[src/rtl/ws2812_tx.sv]
// WS2812-style single-wire LED transmitter: pulls pixel words over valid/ready,
// shifts them out MSB first as timed high/low pulses, then drives the latch gap.
module ws2812_tx #(
  parameter int DSIZE   = 24,
  parameter int CNT_W   = 16,
  parameter int T0H     = 20,
  parameter int T1H     = 40,
  parameter int T_BIT   = 63,
  parameter int T_RESET = 2500
) (
  input  logic             clk,
  input  logic             rst,
  input  logic             clear_n,
  input  logic [DSIZE-1:0] in_data,
  input  logic             in_valid,
  output logic             in_ready,
  output logic             led_out,
  output logic             busy,
  output logic             frame_done
);

  localparam logic [1:0] S_IDLE  = 2'd0;
  localparam logic [1:0] S_HIGH  = 2'd1;
  localparam logic [1:0] S_LOW   = 2'd2;
  localparam logic [1:0] S_LATCH = 2'd3;

  localparam int BCW = (DSIZE > 1) ? $clog2(DSIZE) : 1;

  // Terminal counts: the timing counter runs 0..N-1 within each phase.
  localparam logic [CNT_W-1:0] T0H_LAST  = CNT_W'(T0H - 1);
  localparam logic [CNT_W-1:0] T1H_LAST  = CNT_W'(T1H - 1);
  localparam logic [CNT_W-1:0] T0L_LAST  = CNT_W'(T_BIT - T0H - 1);
  localparam logic [CNT_W-1:0] T1L_LAST  = CNT_W'(T_BIT - T1H - 1);
  localparam logic [CNT_W-1:0] TRST_LAST = CNT_W'(T_RESET - 1);
  localparam logic [BCW-1:0]   BIT_TOP   = BCW'(DSIZE - 1);

  logic [1:0]       state_reg, state_next;
  logic [DSIZE-1:0] shift_reg, shift_next;
  logic [BCW-1:0]   bit_cnt_reg, bit_cnt_next;
  logic [CNT_W-1:0] tcnt_reg, tcnt_next;
  logic             led_reg, led_next;
  logic             busy_reg, busy_next;
  logic             done_reg, done_next;

  logic             run;
  logic             cur_bit;
  logic [CNT_W-1:0] high_last;
  logic [CNT_W-1:0] low_last;
  logic             low_end;
  logic             accept;

  assign run       = !rst && clear_n;
  assign cur_bit   = shift_reg[DSIZE-1];
  assign high_last = cur_bit ? T1H_LAST : T0H_LAST;
  assign low_last  = cur_bit ? T1L_LAST : T0L_LAST;
  assign low_end   = (state_reg == S_LOW) && (tcnt_reg == low_last);

  // Ready in the last LOW cycle of the last bit so back-to-back words abut.
  assign in_ready = run && ((state_reg == S_IDLE) ||
                            (low_end && (bit_cnt_reg == '0)));
  assign accept   = in_valid && in_ready;

  always_comb begin
    state_next   = state_reg;
    shift_next   = shift_reg;
    bit_cnt_next = bit_cnt_reg;
    tcnt_next    = tcnt_reg + CNT_W'(1);
    done_next    = 1'b0;

    case (state_reg)
      S_IDLE: begin
        tcnt_next = '0;
        if (accept) begin
          shift_next   = in_data;
          bit_cnt_next = BIT_TOP;
          state_next   = S_HIGH;
        end
      end
      S_HIGH: begin
        if (tcnt_reg == high_last) begin
          state_next = S_LOW;
          tcnt_next  = '0;
        end
      end
      S_LOW: begin
        if (low_end) begin
          tcnt_next = '0;
          if (bit_cnt_reg != '0) begin
            shift_next   = shift_reg << 1;
            bit_cnt_next = bit_cnt_reg - BCW'(1);
            state_next   = S_HIGH;
          end else if (accept) begin
            shift_next   = in_data;
            bit_cnt_next = BIT_TOP;
            state_next   = S_HIGH;
          end else begin
            state_next = S_LATCH;
          end
        end
      end
      S_LATCH: begin
        if (tcnt_reg == TRST_LAST) begin
          state_next = S_IDLE;
          tcnt_next  = '0;
          done_next  = 1'b1;
        end
      end
      default: begin
        state_next = S_IDLE;
        tcnt_next  = '0;
      end
    endcase

    led_next  = (state_next == S_HIGH);
    busy_next = (state_next != S_IDLE);
  end

  always_ff @(posedge clk) begin
    if (!run) begin
      state_reg   <= S_IDLE;
      shift_reg   <= '0;
      bit_cnt_reg <= '0;
      tcnt_reg    <= '0;
      led_reg     <= 1'b0;
      busy_reg    <= 1'b0;
      done_reg    <= 1'b0;
    end else begin
      state_reg   <= state_next;
      shift_reg   <= shift_next;
      bit_cnt_reg <= bit_cnt_next;
      tcnt_reg    <= tcnt_next;
      led_reg     <= led_next;
      busy_reg    <= busy_next;
      done_reg    <= done_next;
    end
  end

  assign led_out    = led_reg;
  assign busy       = busy_reg;
  assign frame_done = done_reg;

endmodule
[config.mk]
export PLATFORM = sky130hd
export DESIGN_NAME = ws2812_tx
export DESIGN_NICKNAME = d
export VERILOG_FILES = /design/src/rtl/ws2812_tx.sv
export SDC_FILE = /design/constraint.sdc
export NUM_CORES = 1
export LEC_CHECK = 0
export CORE_ASPECT_RATIO = 0.5
export CORE_MARGIN = 2
export CORE_UTILIZATION = 50
export CTS_BUF_LIST = sky130_fd_sc_hd__clkbuf_16
export DETAILED_ROUTE_END_ITERATION = 12
export PLACE_DENSITY = 0.74
export SLEW_MARGIN = 20
export SYNTH_ARGS = -nofsm -noshare
export SYNTH_HDL_FRONTEND = slang
export SYNTH_SLANG_ARGS = --single-unit
[constraint.sdc]
create_clock -name clk -period 3 [get_ports clk]
set_clock_uncertainty 0.1 [all_clocks]
set_input_delay 0.6 -clock clk [delete_from_list [all_inputs] [get_ports clk]]
set_output_delay 0.6 -clock clk [all_outputs]
set_load 0.05 [all_outputs]
==> results_tabular.tex, run 1 <==
\begin{tabular}{lr}
\hline
Metric & Value \\
\hline
\multicolumn{2}{l}{\textbf{Status}} \\
\quad Status & finished, final reports clean \\
\multicolumn{2}{l}{\textbf{STA}} \\
\quad Final setup viols & 0 \\
\quad Number of hold violations in the final report & 0 \\
\quad Time the worst path needs with I/O delays and setup & 2.75 ns \\
\quad RSZ-0062 raised after global routing & false \\
\quad Worst-case headroom to the max-slew limit & 66.2\% \\
\quad Pin slew with the least headroom to its limit & 0.506 ns \\
\quad Fin worst setup slack & 0.249 ns \\
\quad Fin Setup TNS & 0 ns \\
\quad Highest attainable clock frequency & 364 MHz \\
\quad Count of final max-slew check failures & 0 \\
\quad Worst hold slack & 0.401 ns \\
\quad Final period util & 91.7\% \\
\multicolumn{2}{l}{\textbf{Floorplan}} \\
\quad Number of placement rows & 17 \\
\quad Vertical die dimension & 53.0 um \\
\quad Die Outline Area & 5410 um\^{}2 \\
\quad Count of pins on the block boundary & 32 \\
\quad Width of the die & 102 um \\
\quad Initial standard-cell utilization of the core & 53.3\% \\
\quad Core Box Area & 4510 um\^{}2 \\
\multicolumn{2}{l}{\textbf{Layout}} \\
\quad Area added between synthesis and finish & 21.5\% \\
\quad Area of all placed cells without fillers & 2920 um\^{}2 \\
\quad Number of flip-flops under the largest register name & 24 \\
\quad Post-route insts no fill & 342 \\
\quad Count of nets after finishing & 307 \\
\quad Layout cell share with drive strength beyond 1 & 10.9\% \\
\quad Commonest cells after routing, fill and taps aside & sky130\_fd\_sc\_hd\_\_dfxtp\_1, sky130\_fd\_sc\_hd\_\_clkdlybuf4s50\_1, sky130\_fd\_sc\_hd\_\_nor2\_1 \\
\quad Antenna diode count & 0 \\
\quad Leading cell type in the layout, fill and taps excluded & sky130\_fd\_sc\_hd\_\_dfxtp\_1 \\
\quad Final core utilization & 64.7\% \\
\multicolumn{2}{l}{\textbf{Run}} \\
\quad Total of max-cap violations & 0 \\
\multicolumn{2}{l}{\textbf{Routing}} \\
\quad DR vias/cell & 5.63 \\
\quad Wire length after detailed routing & 4.78 mm \\
\quad First DRT Iteration DRCs & 106 \\
\quad Number of detailed-routing iterations run before antenna repair & 4 \\
\quad Total vias in the final route & 1,926 \\
\quad DRC errors left & 0 \\
\quad Antenna-violating nets left & 0 \\
\quad Wire length per cell after detailed routing & 14.0 um \\
\multicolumn{2}{l}{\textbf{Power}} \\
\quad Net switching component of the power & 296 uW \\
\quad Peak supply drop & 0.000230 V \\
\quad Total power per unit cell area & 487 nW/um\^{}2 \\
\quad Combinational Power Share & 7.6\% \\
\quad Total power after layout & 1.42 mW \\
\quad Power share of the clock group & 44.5\% \\
\quad Proportion of total power due to net switching & 20.8\% \\
\quad Sequential share of power & 47.9\% \\
\quad Standby leakage power & 1.02 nW \\
\quad Internal power & 1.13 mW \\
\multicolumn{2}{l}{\textbf{CTS}} \\
\quad Total setup buffers inserted after CTS & 0 \\
\quad Total clock sinks & 50 \\
\quad Clock transition at the registers of the reported paths & 0.06 ns \\
\quad Number of buffers on the longest clock path & 2 \\
\quad Clock tree from TritonCTS & built \\
\quad Cell chosen for the clock root & sky130\_fd\_sc\_hd\_\_clkbuf\_16 \\
\quad Clock latency on the worst-skew pair & 0.29 ns \\
\quad Deepest level of the CTS H-tree & 2 \\
\quad Cts bufs inserted & 5 \\
\multicolumn{2}{l}{\textbf{Synth}} \\
\quad Portion of netlist area occupied by mux cells & 0.625\% \\
\quad Adder and majority cell fraction of the synthesized area & 2.08\% \\
\quad Seq/Total Area, Yosys & 41.7\% \\
\quad Synthesized net count & 281 \\
\quad Combinational family with the most area after synthesis & compound AO/OA/AOI/OAI gates \\
\quad Ys async rst share & 0\% \\
\quad Warnings, synthesis & 0 \\
\quad Synth area leaders & sky130\_fd\_sc\_hd\_\_dfxtp\_1, sky130\_fd\_sc\_hd\_\_o221a\_1, sky130\_fd\_sc\_hd\_\_o21a\_1, sky130\_fd\_sc\_hd\_\_nor2\_1, sky130\_fd\_sc\_hd\_\_xor2\_1 \\
\quad \#FFs+latches synth & 50 \\
\quad Number of enable flip-flop cells after synthesis & 0 \\
\quad Library cell occupying the most area in the post-synthesis netlist & sky130\_fd\_sc\_hd\_\_dfxtp\_1 \\
\quad Synth Area in Compound Gates & 26.4\% \\
\quad Post-Synth XOR/XNOR Area & 5.47\% \\
\quad Area share of the largest cell type after synthesis & 41.7\% \\
\quad Main synth FF type & sky130\_fd\_sc\_hd\_\_dfxtp\_1 \\
\quad Cell area after synthesis & 2400 um\^{}2 \\
\quad Synthesized instance count & 249 \\
\quad Number of unique standard cell types used by synthesis & 51 \\
\quad Mapped Avg Cell Area & 9.65 um\^{}2 \\
\quad Simple-Gate Fraction of Synth Area & 18.4\% \\
\multicolumn{2}{l}{\textbf{Placed design}} \\
\quad Post-placement cell area & 2750 um\^{}2 \\
\quad Final HPWL DP & 3.17 mm \\
\quad Post-placement setup slack & 0.291 ns \\
\quad GP Congestion & 0.805 \\
\quad Number of buffer cells added on primary ports & 31 \\
\quad Placed Cells & 334 \\
\multicolumn{2}{l}{\textbf{Global routing}} \\
\quad Global-route wire length before repair & 8.18 mm \\
\quad GR Util All Layers & 19.6\% \\
\quad Pin count of the biggest net entering global routing & 33 \\
\quad Final global-route overflow total & 0 \\
\quad Initial antenna violation count & 0 \\
\quad Vias in the first global route & 1,864 \\
\multicolumn{2}{l}{\textbf{Critical path}} \\
\quad Maximum fanout encountered on the critical timing path & 9 \\
\quad FF-to-FF path depth & 7 \\
\quad Type of the worst setup path & flop to output port \\
\quad Critical path startpoint category & flop \\
\quad Data required, critical path & 2.30 ns \\
\quad Nature of the critical path endpoint & output port \\
\quad Arrival time at the worst endpoint & 2.05 ns \\
\multicolumn{2}{l}{\textbf{Worst hold path}} \\
\quad Hold Path Stages & 1 \\
\quad Type of the most critical hold path & flop to flop \\
\hline
\end{tabular}
[worst paths after layout]
kind / slack (ns) / endpoint / from
worst max register to register: 0.44 / shift_reg[0]$_SDFFE_PN0P_ / bit_cnt_reg[0]$_SDFFE_PN0P_
worst min-delay path: 0.40 / tcnt_reg[0]$_SDFF_PN0_ / tcnt_reg[0]$_SDFF_PN0_
worst min register to register: 0.40 / tcnt_reg[0]$_SDFF_PN0_ / tcnt_reg[0]$_SDFF_PN0_
worst max-delay path: 0.25 / in_ready / tcnt_reg[5]$_SDFF_PN0_
[kinds of logic after synthesis]
kind of cell,count (synthesis)
simple gates,80
xor+xnor,15
fa+ha+maj,4
buf+inv,25
compound gates,74
mux,1
flops,50
[power by group through the flow]
stage	clock (mW)	sequential [mW]	combinational, mW
floorplan	0	0.699	0.0552
global placement	0	0.696	0.108
detailed placement	0	0.696	0.109
CTS	0.643	0.681	0.109
global route	0.663	0.682	0.118
finish	0.633	0.681	0.109
[critical path: stages (launching register included)]
cell and delay [ns]:
sky130_fd_sc_hd__dfxtp_1 0.50, sky130_fd_sc_hd__or3b_1 0.38, sky130_fd_sc_hd__o22a_1 0.26, sky130_fd_sc_hd__o31ai_1 0.24
sky130_fd_sc_hd__and3_1 0.23, sky130_fd_sc_hd__buf_12 0.14
[area by class of cell]
cell class	count	area (um^2)
clock inverters	3	40.0
inverters	8	30.0
clock buffers	5	125
repair buffers	36	358
well taps	66	82.6
multi-input cells	174	1280
fillers	374	1590
flip-flops and latches	50	1000
[Yosys cell counts, types with 4 or more instances]
cell and n:
sky130_fd_sc_hd__buf_2 6, sky130_fd_sc_hd__clkbuf_1 7, sky130_fd_sc_hd__dfxtp_1 50, sky130_fd_sc_hd__ha_1 4, sky130_fd_sc_hd__inv_1 7, sky130_fd_sc_hd__nand2_1 7, sky130_fd_sc_hd__nand3_1 8, sky130_fd_sc_hd__nand4_1 5
sky130_fd_sc_hd__nor2_1 25, sky130_fd_sc_hd__nor3_1 4, sky130_fd_sc_hd__o21a_1 23, sky130_fd_sc_hd__o21ai_0 7, sky130_fd_sc_hd__o221a_1 17, sky130_fd_sc_hd__o221a_2 6, sky130_fd_sc_hd__xnor2_1 7, sky130_fd_sc_hd__xor2_1 8
[metal layers]
layer / vias up / wire (um) / GRT usage, %
met2: 46 / 2140 / 32.5
met4: 0 / 61 / 6.67
met3: 8 / 290 / 5.02
li1: 976 / - / -
met1: 896 / 2290 / 25.0
met5: - / 0 / 0
[repair_timing]
action                                  CTS  global route
endpoints found under the setup margin    0             1
hold buffers                              0             0
resized for setup                         0             1
Power figures use the tool's default switching activity.
==> run 2: changes to the inputs <==
--- a/config.mk
+++ b/config.mk
@@ -9,6 +9,7 @@
 export CORE_MARGIN = 2
 export CORE_UTILIZATION = 50
 export CTS_BUF_LIST = sky130_fd_sc_hd__clkbuf_16
+export CTS_CLUSTER_DIAMETER = 200
 export DETAILED_ROUTE_END_ITERATION = 12
 export PLACE_DENSITY = 0.74
 export SLEW_MARGIN = 20
==> results of run 2 <==
Same layout as run 1: the final DEF is identical, and so are final timing and power.
==> run 3: changes to the inputs <==
--- a/config.mk
+++ b/config.mk
@@ -5,6 +5,7 @@
 export SDC_FILE = /design/constraint.sdc
 export NUM_CORES = 1
 export LEC_CHECK = 0
+export CAP_MARGIN = 30
 export CORE_ASPECT_RATIO = 0.5
 export CORE_MARGIN = 2
 export CORE_UTILIZATION = 50
==> results of run 3 <==
Same layout as run 1: the final DEF is identical, and so are final timing and power.
==> variant 1, RTL diff (config.mk and constraints of run 3) <==
Put one more register stage on the output `led_out`. The value now appears one clock later. The other outputs are not delayed to match.
--- a/src/rtl/ws2812_tx.sv
+++ b/src/rtl/ws2812_tx.sv
@@ -137,3 +137,5 @@
 
-  assign led_out    = led_reg;
+  always_ff @(posedge clk) begin
+    led_out <= led_reg;
+  end
   assign busy       = busy_reg;
Function: changed (Yosys sat finds a counterexample within 4 cycles, from zero or initial values).
==> variant 1 against run 3 <==
  * Power is 6.2% lower
  * Via count grew 1.3%
  * Largest power group unchanged
  * Synthesized cell count is 0.40% higher
  * Wire length grew 0.59%
  * Final area shrank 0.51%
  * Worst setup slack got worse by 51 ps
  * Sequential cell count up 1
  * Synthesized area up 0.83%
==> variant 1: results <==
export IMPL_ys_seq_area_share_pct=42.15
export IMPL_ys_warn_count=0
export IMPL_largest_reg_flops=24
export IMPL_intPower_mw=1.051
export IMPL_drtPass1Iterations=4
export IMPL_cp_data_arrival_time_ps=2100
export IMPL_placed_cell_area_mm2=0.002768
export IMPL_viasPerCell=5.688
export IMPL_ir_drop_mv=0.2238
export IMPL_synth_async_reset_ratio_pct=0
export IMPL_cts_buffers=5
export IMPL_wl_um=4807
export IMPL_synth_area_mux_share_pct=0.6198
export IMPL_grt_max_degree=28
export IMPL_grt_pass1_vias=1843
export IMPL_grt_overflow=0
export IMPL_status="complete, no violations"
export IMPL_yosysUniqueCellTypes=51
export IMPL_grt_pass1_wl_um=8052
export IMPL_globalplace_congestion=0.7728
export IMPL_diodes=0
export IMPL_max_slew_margin_pct=66.67
export IMPL_grt_usage_pct=19.09
export IMPL_clkTransAtPathRegs_ps=60
export IMPL_p_leak_nw=1.018
export IMPL_synth_compound_area_share_pct=26.19
export IMPL_use_met1_pct=23.27
export IMPL_use_met2_pct=32.90
export IMPL_grt_util_met3_pct=5.680
export IMPL_clock_path_buffers=2
export IMPL_final_layout_size_suffix_gt1_share_pct=9.386
export IMPL_drtIter0Drc=71
export IMPL_yosys_top_cells_count="dfxtp_1 (51), nor2_1 (25), o21a_1 (23), o221a_1 (17)"
export IMPL_clk_latency_ps=280
export IMPL_maxCapViolCount=0
export IMPL_synthTopCellsByArea="dfxtp_1 (42%), o221a_1 (7.9%), o21a_1 (7.1%)"
export IMPL_synth_xor_area_share_pct=5.424
export IMPL_critPathMaxFanout=5
export IMPL_min_path_type="reg -> reg"
export IMPL_cts_setup_buffers=0
export IMPL_synth_nets=282
export IMPL_fill_cells=404
export IMPL_dpl_hpwl_um=3212
export IMPL_synth_adder_area_share_pct=2.066
export IMPL_finalNetCount=308
-- variant 1: cell count changes in the layout (fill, tap and decap cells not counted) --
cell,delta
bufinv_16,-1
clkinv_1,+2
clkinv_2,-2
dfxtp_1,+1
inv_1,+1
nor4_1,+1
nor4_2,-1
-- variant 1: power by group through the flow --
stage                     sequential, mW  combinational, mW  clock [mW]
after global placement             0.710              0.108           0
after floorplan                    0.713             0.0552           0
after global routing               0.696              0.119       0.561
after detailed placement           0.710              0.109           0
final                              0.695              0.110       0.529
after CTS                          0.695              0.110       0.540
-- variant 1: per-layer routing --
layer,wire [µm],vias up
li1,-,982
met1,2291,925
met2,2237,39
met3,228,5
met4,50,0
met5,0,-
-- variant 1: worst paths after layout --
path / start / endpoint / slack [ps] / cells after the start
setup / recovery: tcnt_reg[7] / in_ready / 200 / 5
hold / removal: led_reg / led_out / 230 / 0
setup reg to reg: tcnt_reg[7] / shift_reg[18] / 400 / 6
hold reg to reg: led_reg / led_out / 230 / 0
-- variant 1: critical path: stages, from the launching register on --
cell	delay, ps
dfxtp_1	360
nor4_1	480
nand4_1	330
o31ai_1	260
and3_1	230
buf_12	150
-- variant 1: area by class of cell --
class / instances / area (µm²) / area share, %
Sequential cell: 51 / 1021 / 35.16
Clock buffer: 5 / 125.1 / 4.308
Multi-Input combinational cell: 174 / 1276 / 43.95
Timing Repair Buffer: 36 / 357.8 / 12.32
Inverter: 8 / 30.03 / 1.034
Clock inverter: 3 / 11.26 / 0.3878
Tap cell: 66 / 82.58 / 2.844
-- variant 1: cell families after synthesis --
kind of cell	count (synthesis)
mux	1
flops	51
fa+ha+maj	4
buf+inv	25
xor+xnor	15
compound gates	74
simple gates	80
-- variant 1: per-stage QoR --
stage          setup slack [ps]  power [mW]  cells  utilization (%)  hold WS [ps]
3_3_place_gp              338.0      0.8180    335            61.09         212.2
3_5_place_dp              301.0      0.8193    335            61.09         215.0
2_1_floorplan             595.0      0.7681    250                -         209.6
4_1_cts                   240.6       1.345    343            64.10         229.0
6_report                  198.4       1.335    343            64.10         227.5
5_1_grt                   80.42       1.376    343            64.10         230.8
==> variant 2, RTL diff (config.mk and constraints of run 3) <==
Without the edit above. Set the parameter `DSIZE` to 36 (it was 24).
--- a/src/rtl/ws2812_tx.sv
+++ b/src/rtl/ws2812_tx.sv
@@ -3,3 +3,3 @@
 module ws2812_tx #(
-  parameter int DSIZE   = 24,
+  parameter int DSIZE   = 36,
   parameter int CNT_W   = 16,
Interface: changed (resized in_data); port bits go from 32 to 44. The function was not compared with the original's and may differ.
==> variant 2 against run 3 <==
  * Worst setup slack got worse by 200 ps
  * Sequential cell count rose by 13
  * Combinational power rose by 27%
  * Power rose by 39%
  * Register-to-register slack improved by 20 ps
  * Synthesized area rose by 20%
  * Wire length rose by 37%
  * Final area rose by 26%
  * Critical endpoint unchanged
  * Highest routed layer unchanged
==> variant 2: results <==
export IMPL_status="complete, no violations"
export IMPL_final_layout_size_suffix_gt1_share_pct=9.449
export IMPL_ir_drop_mv=0.4715
export IMPL_r2r_start="tcnt_reg[0]"
export IMPL_p_switching_uw=423.2
export IMPL_grt_pass1_wl_um=10770
export IMPL_holdCritStartpoint="tcnt_reg[0]"
export IMPL_globalplace_congestion=0.7650
export IMPL_grt_max_degree=41
export IMPL_route_detailed_drc=0
export IMPL_synth_top_cell_by_area="dfxtp_1"
export IMPL_htree_num_levels=3
export IMPL_drtIter0Drc=133
export IMPL_diodes=0
export IMPL_dpl_hpwl_um=4421
export IMPL_yosys_top_cells_count="dfxtp_1 (63), inv_1 (42), a21oi_1 (39), nor2_1 (39), o221ai_1 (36)"
export IMPL_grt_usage_pct=21.44
export IMPL_route_met3_wl_um=302
export IMPL_min_path_type="reg -> reg"
export IMPL_yosysUniqueCellTypes=44
export IMPL_fill_cells=448
export IMPL_cp_start_kind="flip-flop"
export IMPL_r2r_slack_ps=460
export IMPL_synth_nets=381
export IMPL_wl_per_cell_um=14.41
export IMPL_ys_seq_area_share_pct=43.58
export IMPL_clock_path_buffers=2
export IMPL_regToRegEndpoint="tcnt_reg[7]"
export IMPL_critPathMaxFanout=4
export IMPL_cts_buffers=9
export IMPL_wl_met2_um=3272
export IMPL_drtPass1Iterations=5
export IMPL_port_buffers=43
export IMPL_clkTransAtPathRegs_ps=50
export IMPL_p_leak_nw=1.464
export IMPL_worst_pin_slew_ps=657.3
export IMPL_grt_pass1_vias=2449
export IMPL_finalNetCount=420
export IMPL_cp_data_arrival_time_ps=2250
export IMPL_synthTopCellsByArea="dfxtp_1 (44%), o221ai_1 (11%), a21oi_1 (6.7%)"
export IMPL_ys_warn_count=0
export IMPL_clk_latency_ps=330
export IMPL_whs_endpoint="tcnt_reg[0]"
export IMPL_antenna_found_initial=0
export IMPL_met1_length_um=2860
export IMPL_largest_reg_flops=36
export IMPL_via_count=2546
[variant 2: cell types whose count changed after synthesis, moves of 4 or more]
cell,delta
inv_1,+35
o221a_1,-17
dfxtp_1,+13
o21ai_0,-5
buf_2,+4
o221ai_1,+36
nor2_1,+14
a21oi_1,+36
o21a_1,-23
nand2_1,+8
o221a_2,-5
[variant 2: worst max-delay path by stage]
stage                               from       end  slack (ps)  depth (start not counted)
after global placement    bit_cnt_reg[0]  in_ready         420                          7
after detailed placement     tcnt_reg[6]  in_ready         340                          5
final                       tcnt_reg[11]  in_ready          50                          5
after CTS                 bit_cnt_reg[0]  in_ready           6                          7
after global routing        tcnt_reg[11]  in_ready         -20                          5
after floorplan              tcnt_reg[6]  in_ready         210                          4
[variant 2: cell type report]
type	instances	area share, %
clock inverters	7	1.526
inverters	42	4.274
repair buffers	51	13.57
well taps	73	2.476
multi-input cells	209	37.86
flip-flops and latches	63	34.19
clock buffers	9	6.106
[variant 2: logic make-up (layout without fill, tap and decap cells)]
group	Yosys count	count (layout)	share of synthesized area, %
mux	1	1	0.3459
compound gates	94	94	23.26
xor+xnor	16	16	4.842
fa+ha+maj	4	4	1.729
simple gates	94	94	16.60
flops	63	63	43.58
buf+inv	65	109	9.641
[variant 2: what timing repair did]
action / CTS / global route
hold buffers: 0 / 0
gates resized for setup: 1 / 3
buffers inserted: 1 / 0
pin swaps: 1 / 1
endpoints found under the setup margin: 1 / 1
[variant 2: critical path, stage by stage (launching register included)]
cell and delay, ps:
dfxtp_1 370, nor4_4 350, o221ai_2 160, or4_4 570, a211oi_4 290, buf_12 180
[variant 2: metrics by stage]
step | hold WS [ps] | std cells | instance area, µm² | TNS [ps] | setup slack, ps
floorplan | 329.7 | 337 | 2899 | 0 | 211.7
global placement | 360.9 | 437 | 3372 | 0 | 421.9
detailed placement | 363.2 | 437 | 3372 | 0 | 344.9
CTS | 378.7 | 454 | 3669 | 0 | 6.136
global route | 404.4 | 454 | 3689 | -24.85 | -24.85
finish | 373.0 | 454 | 3689 | 0 | 48.76
[variant 2: per-layer routing]
metal	vias to the layer above	track usage [%]
met5	-	0
met4	0	7.760
met3	12	10.56
met1	1219	23.85
li1	1268	-
met2	47	36.59
[variant 2: power groups by stage]
stage                     Clock [mW]  Combinational, mW  Sequential [mW]
final                          0.977              0.138            0.862
after global routing            1.04              0.150            0.862
after CTS                      0.995              0.138            0.862
after detailed placement           0              0.136            0.878
after global placement             0              0.133            0.878
after floorplan                    0             0.0633            0.879
